===== config.mk =====
export PLATFORM = sky130hd
export DESIGN_NAME = spi_input_frontend
export DESIGN_NICKNAME = d
export VERILOG_FILES = /design/src/rtl/spi_input_frontend.sv
export SDC_FILE = /design/constraint.sdc
export NUM_CORES = 1
export LEC_CHECK = 0
export CAP_MARGIN = 20
export CORE_MARGIN = 4
export CORE_UTILIZATION = 50
export DETAILED_ROUTE_END_ITERATION = 16
export GPL_ROUTABILITY_DRIVEN = 1
export GPL_TIMING_DRIVEN = 0
export HOLD_SLACK_MARGIN = 0.03
export PLACE_DENSITY = 0.75
export SLEW_MARGIN = 30
export SYNTH_ARGS = -nofsm -noshare
export SYNTH_HDL_FRONTEND = slang
export SYNTH_SLANG_ARGS = --single-unit
export TNS_END_PERCENT = 1

===== constraint.sdc =====
create_clock -name clk -period 3.2 [get_ports clk]
set_input_delay 0.64 -clock clk [delete_from_list [all_inputs] [get_ports clk]]
set_output_delay 0.64 -clock clk [all_outputs]
set_load 0.02 [all_outputs]

===== src/rtl/spi_input_frontend.sv =====
// Input conditioning for the raw SPI slave pins: two-flop synchroniser, debounce
// filter and registered edge strobes for SCLK, CS and MOSI (channels 0, 1, 2).
module spi_input_frontend #(
  parameter int COUNTER_WIDTH = 3,
  parameter int WAIT_TIME     = 3
) (
  input  logic clk,
  input  logic reset,
  input  logic sclk_pin,
  input  logic cs_pin,
  input  logic mosi_pin,
  output logic sclk_cond,
  output logic cs_cond,
  output logic mosi_cond,
  output logic sclk_posedge,
  output logic sclk_negedge,
  output logic cs_posedge,
  output logic cs_negedge
);

  if (WAIT_TIME < 1 || WAIT_TIME > (1 << COUNTER_WIDTH) - 1) begin : g_wait_time_check
    $error("spi_input_frontend: WAIT_TIME must be in 1 .. 2**COUNTER_WIDTH-1");
  end

  // CS idles high (deselected); SCLK and MOSI idle low.
  localparam logic [2:0] RESET_LEVEL = 3'b010;
  localparam logic [COUNTER_WIDTH-1:0] WAIT_CNT = WAIT_TIME[COUNTER_WIDTH-1:0];

  logic [2:0] pins;
  logic [2:0] sync0;
  logic [2:0] sync1;
  logic [2:0] cond;
  logic [2:0] accept;
  logic [1:0] rise;
  logic [1:0] fall;
  logic [COUNTER_WIDTH-1:0] cnt [3];

  assign pins = {mosi_pin, cs_pin, sclk_pin};

  always_comb begin
    accept = '0;
    for (int i = 0; i < 3; i++) begin
      accept[i] = (sync1[i] != cond[i]) && (cnt[i] == WAIT_CNT);
    end
  end

  always_ff @(posedge clk or posedge reset) begin
    if (reset) begin
      sync0 <= RESET_LEVEL;
      sync1 <= RESET_LEVEL;
      cond  <= RESET_LEVEL;
      cnt   <= '{default: '0};
      rise  <= '0;
      fall  <= '0;
    end else begin
      sync0 <= pins;
      sync1 <= sync0;
      rise  <= accept[1:0] & sync1[1:0];
      fall  <= accept[1:0] & ~sync1[1:0];
      for (int i = 0; i < 3; i++) begin
        if (sync1[i] == cond[i]) begin
          cnt[i] <= '0;
        end else if (accept[i]) begin
          cond[i] <= sync1[i];
          cnt[i]  <= '0;
        end else begin
          cnt[i] <= cnt[i] + 1'b1;
        end
      end
    end
  end

  assign sclk_cond    = cond[0];
  assign cs_cond      = cond[1];
  assign mosi_cond    = cond[2];
  assign sclk_posedge = rise[0];
  assign sclk_negedge = fall[0];
  assign cs_posedge   = rise[1];
  assign cs_negedge   = fall[1];

endmodule


== Yosys cells after proc, flatten, opt, wreduce, memory -nomap -nowiden ==
Cells that the tools add are included.

* Register bits: 22
* Word-level logic and storage cells: 40

* Add/sub/neg operators: 3
* Eq/ne operators: 9
* Muxes and demuxes: 6
* Bitwise logic cells: 6
* Reductions and logical operators: 6

{| class="wikitable"
|+ Operators with widths
! operator !! count
|-
| 3-bit two-way mux || 6
|-
| 3-bit by 1-bit adder with 3-bit output, second input constant || 3
|-
| 3-bit by 2-bit == test with 1-bit output, second input constant || 3
|-
| 2-bit AND reduction || 3
|-
| 2-bit AND || 2
|-
| 1-bit == test || 3
|-
| 1-bit logical AND || 3
|-
| 1-bit != test || 3
|-
| 1-bit inverter || 3
|-
| 2-bit inverter || 1
|}

== Longest topological paths before layout ==
Gate-level depths: netlist of run 1.

* Word-level depth: 4
* Depth in mapped cells: 3
* Depth with buffers taken out: 3

== Least setup slack after synthesis of run 1 ==
No wires, ideal clock.

* Path kind: register -> output
* Start point: reg cond[1]
* End point: out cs_cond
* Arrival: 592 ps
* Required time: 2560 ps
* Path slack: 1968 ps
* Stages on the path, launching flop included: 1
* Buffers on the path: 0
* Cells stage by stage: dfstp_2

{| class="wikitable"
|+ RTL lines
! element !! RTL line !! text
|-
| start: declaration || 32 || <nowiki>logic [2:0] cond;</nowiki>
|-
| start signal: indexed assignment || 64 || <nowiki>cond[i] <= sync1[i];</nowiki>
|-
| end: declaration || 13 || <nowiki>output logic cs_cond,</nowiki>
|}

No word-level cell between the ends.

== Worst setup path in the final report of run 1 ==
* Start point: reg cond[1]
* End point: out cs_cond

No word-level cell between the ends.

==> results.txt, run 1 <==
The max-capacitance violation count is 0. Cell internal power was estimated by the tool at 530.4 uW. Entering global routing, the biggest net connects 23 pins. Once the floorplan was initialized, standard cells occupied 53.07% of the core. The worst setup path is of the flip-flop to output port kind.

The measured slew at the worst slew-check pin is around 780 ps. The flow ran to the end, and the final reports show no timing, DRC or antenna violations. Leaving out fill and tap cells, the most frequent cells in the layout are sky130_fd_sc_hd__dfrtp_1, sky130_fd_sc_hd__clkdlybuf4s50_1, sky130_fd_sc_hd__nor3b_1. The number of antenna violations at the first check in global routing came out at 0. The worst ir drop on vdd came out at roughly 0.37 mV. The number of endpoints with negative hold slack in the final report came out at 0. The worst setup path is captured at an output port.

The number of iterations in the first detailed-routing pass is 1. The count of cells along the worst hold path is 0. The worst hold path belongs to the class flip-flop to flip-flop.

The proportion of synthesized chip area in sequential cells is ~69%. The worst-case hold path end point is sync1[2]. The proportion of layout cells with a drive suffix above 1 came out at between 10% and 20%. The library cell used most frequently in the layout, excluding fill and tap cells, is sky130_fd_sc_hd__dfrtp_1. The worst path buffer plus inverter count came out at 1. The largest stage delay on the critical path is slightly above 600 ps. The number of antenna diodes in the final layout is 0. Timing would allow up to between 0.4 and 0.5 GHz. Synthesis inferred 22 register bits. The total length of routed wires is around 1000 um. The number of buffers added on ports is 11.

The post-cts repair resize count is 0. The tree is rooted in a sky130_fd_sc_hd__clkbuf_4. A synthesized cell averages ~16 um^2. The number of distinct library cell variants in the gate-level netlist after synthesis came out at 12. Broken down by cell family, the worst path's largest delay share belongs to buffers and inverters.

The final period utilization came out at between 60 and 70%. The initial detailed-routing violation count is 0. The die area is 2303 um^2. The clock latency at the later pin of the worst-skew pair is around 290 ps. In this run the critical register-to-register path is launched from cnt[6]. The number of cells on the worst reg-to-reg path came out at 3. The total track usage came out at between 10% and 20%. The net switching power is approximately 210 uW. The proportion of total power due to net switching is 28.01%. The wire length of the first global-routing pass is approximately 1600 um. The number of nets with antenna violations after routing is 0.

The net count reported at finish is 74. The placeable core region is between 1500 and 2000 um^2. The headroom to the max-slew limit is between 40% and 50%. The setup check on the worst reg-to-reg path leaves a slack of ~2000 ps. In this run, post-CTS hold repair placed 0 buffers.

The number of H-tree branching levels came out at 1. In this run the cell area of the synthesized design comes to roughly 800 um^2. The leftover overflow at the end of global routing came out at 0.

In this run the most critical hold path is launched from sync0[2]. The number of DRC violations after detailed routing came out at 0. From bottom edge to top edge, the die measures ~48 um. The part of the power in registers came out at around half. The final worst clock skew is just under 7 ps.

The number of CTS-inserted buffers is 3. The via count of the first global-routing pass was 393. After detailed routing, the number of vias per cell comes to around 5.

The number of ports placed on the die boundary is 12. The worst register-to-register path ends at cond[0]. The die width came out at between 40 and 50 um. Data on the critical path arrives at its endpoint at approximately 1500 ps. For the worst setup path, the data required time is 2560 ps.

The number of cell rows came out at 14. Across all hold checks on the routed design, the worst slack comes to around 350 ps. The total vias in the final route came out at about 410. The routability congestion estimate from global placement came out at ~0.62. The area growth from synthesis to final layout came out at 20.81%.

In this run the static leakage power is roughly 0.00043 uW. The net count after synthesis came out at 58. Setup violations remaining at the end of the flow were counted as 0. The largest driver fanout on the critical path is 5. The clock transition time at the flip-flop clock pins of the worst setup and hold paths is 110 ps. Walking the worst path, the cells encountered are clkdlybuf4s50_1. In the final timing run, aggregate negative setup slack is 0 ps. The number of synthesis warnings came out at 0. The maximum buffer depth of the clock tree is 2. In this run, the clock network consumes approximately a fifth of the power. The combinational power share is approximately 29%.

The routed design could run at a clock period as short as around 2100 ps. The post-CTS setup repair buffer count is 0. Setup repair after global routing left no endpoint under its margin. The cell at the slowest stage of the critical path is sky130_fd_sc_hd__clkdlybuf4s50_1. The clock tree from TritonCTS is built. The average routed wire per standard cell came out at about 12 um.

The startpoint type of the worst setup path is a flip-flop. Synthesis produced 50 cells. The number of max-slew violations in the final report came out at 0. The number of sinks handled by clock tree synthesis is 22. In this run the power density over the cells is approximately 760 nW/um^2.
==> final cells by class <==
class / instances / area, um^2
Timing Repair Buffer: 11 / 110.1
Inverter: 1 / 3.754
Multi-Input combinational cell: 27 / 241.5
Sequential cell: 22 / 554.3
Fill cell: 126 / 540.5
Tap cell: 16 / 20.02
Clock buffer: 4 / 36.28
==> cells in the mapped netlist <==
cell                       instances  area share, %
sky130_fd_sc_hd__nor3_1            3            1.9
sky130_fd_sc_hd__nor3b_1          10            9.4
sky130_fd_sc_hd__dfstp_2           3            9.9
sky130_fd_sc_hd__nor2b_4           1            1.7
sky130_fd_sc_hd__and2b_4           2            2.5
sky130_fd_sc_hd__nand2b_1          2            1.6
sky130_fd_sc_hd__inv_1             1           0.47
sky130_fd_sc_hd__mux2_4            2            3.8
sky130_fd_sc_hd__ha_1              3            4.7
sky130_fd_sc_hd__mux2_1            1            1.4
sky130_fd_sc_hd__dfrtp_1          19             59
sky130_fd_sc_hd__xnor2_1           3            3.3
==> worst max-delay path by stage <==
stage	startpoint	to	slack (ps)	cells after the start
after floorplan	cond[1]	cs_cond	1970	0
after global placement	cond[1]	cs_cond	1400	1
after detailed placement	cond[1]	cs_cond	1400	1
after CTS	cond[1]	cs_cond	1050	1
after global routing	cond[1]	cs_cond	1000	1
final	cond[1]	cs_cond	1070	1
==> kinds of logic after synthesis <==
group,synth area share [%]
and+or+nand+nor,17.06
buffers and inverters,0.4690
DFF,69.33
xor gates and xnor gates,3.287
muxes,5.164
adders and majority gates,4.695
==> state kept, by name, summed over array words and instances, names as in the netlist <==
| signal | cells |
|---|---|
| sync0 | 3 |
| fall | 2 |
| sync1 | 3 |
| cnt | 9 |
| rise | 2 |
| cond | 3 |
==> metrics by stage <==
stage	cell area (um^2)	util, %	instances	total power, uW	worst slack (ps)
floorplan	799.5	-	50	526.3	1968
global placement	929.6	61.71	77	592.9	1401
detailed placement	929.6	61.71	77	603.5	1396
CTS	965.9	64.12	81	749.9	1050
global route	965.9	64.12	81	793.3	1002
finish	965.9	64.12	81	736.7	1071
==> power groups by stage <==
| stage | Clock [uW] | Combinational, uW | Sequential [uW] |
|---|---|---|---|
| after global placement | 0 | 211 | 382 |
| final | 144 | 213 | 379 |
| after global routing | 163 | 243 | 387 |
| after CTS | 151 | 219 | 380 |
| after detailed placement | 0 | 217 | 386 |
| after floorplan | 0 | 120 | 406 |
==> layer usage <==
layer  track usage [%]  up-vias  wire length, um
met5                 0        -                0
met3             4.511        0               58
met2             16.36        9              475
li1                  -      200                -
met1             12.44      199              462
met4             4.839        0                0
(Power assumes the default switching activity.)
==> run 2, diff against run 1 <==
==> constraint.sdc (replaced) <==
create_clock -name clk -period 2.18 [get_ports clk]
set_input_delay 0.436 -clock clk [delete_from_list [all_inputs] [get_ports clk]]
set_output_delay 0.436 -clock clk [all_outputs]
set_load 0.02 [all_outputs]
==> results of run 2 <==
The final DEF is identical to that of run 1. Status: finished clean.
Among the figures that moved: setup slack after placement 1396 ps -> 579.6 ps; setup slack after layout 1071 ps -> 255.3 ps; register-to-register setup slack 1980 ps -> 960 ps; total power 736.7 uW -> 1081 uW; worst IR drop on VDD 0.3686 mV -> 0.5411 mV
==> run 3, diff against run 2 <==
--- a/config.mk
+++ b/config.mk
@@ -5,6 +5,7 @@
 export SDC_FILE = /design/constraint.sdc
 export NUM_CORES = 1
 export LEC_CHECK = 0
+export ABC_AREA = 1
 export CAP_MARGIN = 20
 export CORE_MARGIN = 4
 export CORE_UTILIZATION = 50
==> run 3 against run 2 <==
Effect of this change:
- final area shrank 0.39%
- first-iteration DRC count grew 2
- clock skew shrank 5.3 ps
- area after synthesis shrank 0.47%
- critical path type unchanged
- largest cell class unchanged
==> results.txt, run 3 <==
The total vias in the final route came out at 491 (+20%). The data arrival time at the worst-slack endpoint came out at 1480 ps (about the same). The number of stages on the worst setup path came out at 1 (unchanged). The maximum buffer depth of the clock tree is 2 (unchanged). The maximum number of pins on one net before global-route repair is 23 (unchanged). The leftover overflow at the end of global routing is 0 (unchanged).

Setup repair after global routing left no endpoint under its margin. The worst setup path is of the flip-flop to output port kind. The via count of the first global-routing pass is 459 (+17%). The worst hold slack is 359.2 ps (+4.187 ps). The number of iterations in the first detailed-routing pass came out at 3 (+2).

Data on the critical path is required at its endpoint by 1740 ps. The proportion of total power due to net switching is a little under a third. The net count reported at finish was 97 (+31%). The number of H-tree branching levels is 1 (unchanged). The class of the tightest hold or removal check is flip-flop to flip-flop. The count of cells along the worst hold path is 0 (unchanged). In this run the most critical hold path is launched from sync0[0]. The average routed wire per standard cell is 9.356 um (-24%). The clock latency at the later pin of the worst-skew pair came out at 300 ps (about the same). The relative contribution of the clock network to total power is 20.4% (+0.8 points). The library cell used most frequently in the layout, excluding fill and tap cells, is sky130_fd_sc_hd__dfrtp_1.

The worst setup path is launched from a flip-flop. The cell at the slowest stage of the critical path is sky130_fd_sc_hd__clkdlybuf4s50_1. The critical path's top delay family is buffers and inverters. TritonCTS built the clock tree. The area share of the largest cell type after synthesis is 59.75% (+0.28 points).

The number of distinct library cell variants in the gate-level netlist after synthesis came to 11 (-1). The routing usage on met1 came out at 13.30% (+0.86 points). The placement-stage cell area is 925.9 um^2 (-0.40%).

The initial detailed-routing violation count came to 2 (+2). The number of max-slew violations in the final report came out at 0 (unchanged). The number of ports placed on the die boundary came to 12 (unchanged).

The part of the power in registers is 51.7% (+0.2 points). In the synthesized netlist the dominant register cell turns out to be sky130_fd_sc_hd__dfrtp_1. The combinational power share was 27.9% (-1.1 points). The number of hold buffers added after cts is 0 (unchanged).

Walking the worst path, the cells encountered are clkdlybuf4s50_1. The number of cells on the worst reg-to-reg path came to 3 (unchanged). The proportion of synthesized chip area in sequential cells came out at 69.65% (+0.33 points). The highest clock rate came out at between 0.5 and 0.6 GHz. The number of flops mapped to enable cells by yosys came out at 0 (unchanged). The net switching power came out at 319.8 uW. The proportion of register bits with asynchronous set or reset after synthesis came out at 100.0% (unchanged). The library cell with the largest summed area after synthesis is sky130_fd_sc_hd__dfrtp_1. The net count after synthesis came out at 81 (+40%). The most frequent cell after synthesis is sky130_fd_sc_hd__dfrtp_1. The number of antenna violations at the first check in global routing is 0 (unchanged). Dividing total power by cell area gives a power density of ~1100 nW/um^2. The number of DRC violations after detailed routing came out at 0 (unchanged). The post-cts repair resize count was 0 (unchanged). The synthesized area per cell was 10.90 um^2 (-32%). The fraction of met3 tracks used by global routing was 2.256% (-2.3 points).

The wire length of the first global-routing pass came to 1752 um (+9.5%). The die width is 47.90 um (-0.19%). The clock transition time at the flip-flop clock pins of the worst setup and hold paths is 110 ps (about the same). The number of flip-flops in the largest register came out at 9 (unchanged).

The total length of routed wires came out at 973 um (-2.3%). The per-cell via count in the routed design came to 4.721 (-6.3%). The number of setup violations in the final report came to 0 (unchanged). The number of CTS-inserted buffers is 3 (unchanged). The max-capacitance violation count came out at 0 (unchanged). The total track usage is 11.22% (+0.74 points). The largest driver fanout on the critical path was 4 (-1). The post-CTS setup repair buffer count came to 0 (unchanged). The synthesized flop and latch total is 22 (unchanged). The worst register-to-register path ends at cnt[2]. The met2 demand-to-capacity share in global routing came out at 17.94% (+1.6 points). The worst ir drop on vdd came out at between 0.5 and 0.6 mV. The setup slack of the worst register-to-register path came out at around 1200 ps. In this run the clock root is driven by a sky130_fd_sc_hd__clkbuf_4. The number of endpoints with negative hold slack in the final report was 0 (unchanged). The number of synthesis warnings came out at 0 (unchanged). Ranked by instance count, the synthesized netlist is headed by sky130_fd_sc_hd__dfrtp_1, sky130_fd_sc_hd__nand2_1, sky130_fd_sc_hd__nor2_1.

The final sum of negative setup slack is 0 ps (unchanged). The worst register-to-register path begins at cnt[0]. The number of sinks handled by clock tree synthesis came out at 22 (unchanged). The path with the worst hold slack has its endpoint at sync1[0]. Summed over all nets, the half-perimeter wirelength after detailed placement is 768.7 um.

The number of nets with antenna violations after routing came out at 0 (unchanged). The die area was 2294 um^2 (-0.37%). The proportion of layout cells with a drive suffix above 1 is 7.955% (-11 points).

The netlist area before placement is 795.8 um^2 (-0.47%). By area the synthesized netlist is led by sky130_fd_sc_hd__dfrtp_1, sky130_fd_sc_hd__dfstp_2, sky130_fd_sc_hd__nand2_1, sky130_fd_sc_hd__nor2_1, sky130_fd_sc_hd__inv_1. The total leakage power came out at 0.0004706 uW (+9.9%). The area growth from synthesis to final layout was 20.91% (about the same).

The finished layout cell area is 962.2 um^2 (-0.39%). The routability congestion estimate from global placement was 0.6760 (+8.7%). The internal power of the cells totals roughly 730 uW. The starting density of the core is 52.82% (-0.25 points). The overall power of the completed layout came out at 1051 uW. The number of antenna diodes came out at 0 (unchanged). The busiest metal layer after global routing is met2. The library cells used most frequently in the layout, excluding fill and tap cells, are sky130_fd_sc_hd__dfrtp_1, sky130_fd_sc_hd__nand2_1, sky130_fd_sc_hd__nor2_1. The final period utilization came out at 87.88%. STA classifies the critical path endpoint as an output port. The final critical path time including I/O delays and setup came out at approximately 1900 ps. The largest stage delay on the critical path came out at 610 ps (about the same).

The register containing the most flip-flops in the final layout is cnt. The measured slew at the worst slew-check pin came out at 769.6 ps (-6.166 ps). The headroom to the max-slew limit is 48.64% (+0.41 points). The placeable core region came out at 1506 um^2 (unchanged). The final worst clock skew came out at 1.653 ps (-5.286 ps). The worst path buffer plus inverter count came out at 1 (unchanged).

The number of buffers added on ports was 11 (unchanged). The flow ran to the end, and the final reports show no timing, DRC or antenna violations. The synthesized instance count was 73 (+46%). The number of cell rows came out at 14 (unchanged).

The height of the die is 47.90 um (-0.19%).
## run 3: changes by cell type in the layout (fill, tap and decap cells not counted), sizes merged, moves of 2 or more
cell,change
nor3b,-10
nor2,+13
nand2b,-2
and2b,-2
mux2,-3
o21ai,+2
nand2,+15
inv,+10
## run 3: routing by layer
metal  part of all wire, %  wire length (um)
met2                    47               456
met3                   5.9                57
met1                    43               423
met4                   3.7                36
met5                     0                 0
## run 3: power by group through the flow
stage	combinational [uW]	sequential [uW]	clock, uW
finish	293	543	214
global placement	290	548	0
global route	349	554	246
floorplan	166	581	0
detailed placement	301	552	0
CTS	301	544	223
## run 3: logic make-up (layout without fill, tap and decap cells)
| group | Yosys count | in the layout | share of synthesized area [%] |
|---|---|---|---|
| AO/OA/AOI/OAI | 2 | 2 | 1.258 |
| XOR/XNOR | 3 | 3 | 3.302 |
| adder cells (fa/ha/maj) | 3 | 3 | 4.717 |
| buffers and inverters | 11 | 26 | 5.189 |
| flip-flops | 22 | 22 | 69.66 |
| AND/OR/NAND/NOR | 32 | 32 | 15.88 |
## run 3: area by class of cell
cell class | count | area [um^2]
multi-input cells | 40 | 200.2
repair buffers | 11 | 110.1
fillers | 126 | 544.3
flip-flops and latches | 22 | 554.3
clock buffers | 4 | 36.28
inverters | 11 | 41.29
well taps | 16 | 20.02
## run 3: worst max path at each step
stage,start,end,slack (ps)
finish,cond[1],cs_cond,260
global route,cond[1],cs_cond,210
CTS,cond[1],cs_cond,240
detailed placement,cond[1],cs_cond,600
global placement,cond[1],cs_cond,600
floorplan,cond[1],cs_cond,1160
## run 3: through the flow
stage               setup WS, ps  std cells  utilization [%]
floorplan                   1157         73                -
finish                     264.3        104            63.87
detailed placement         599.2        100            61.46
global route               212.6        104            63.87
global placement           597.9        100            61.46
CTS                        244.1        104            63.87
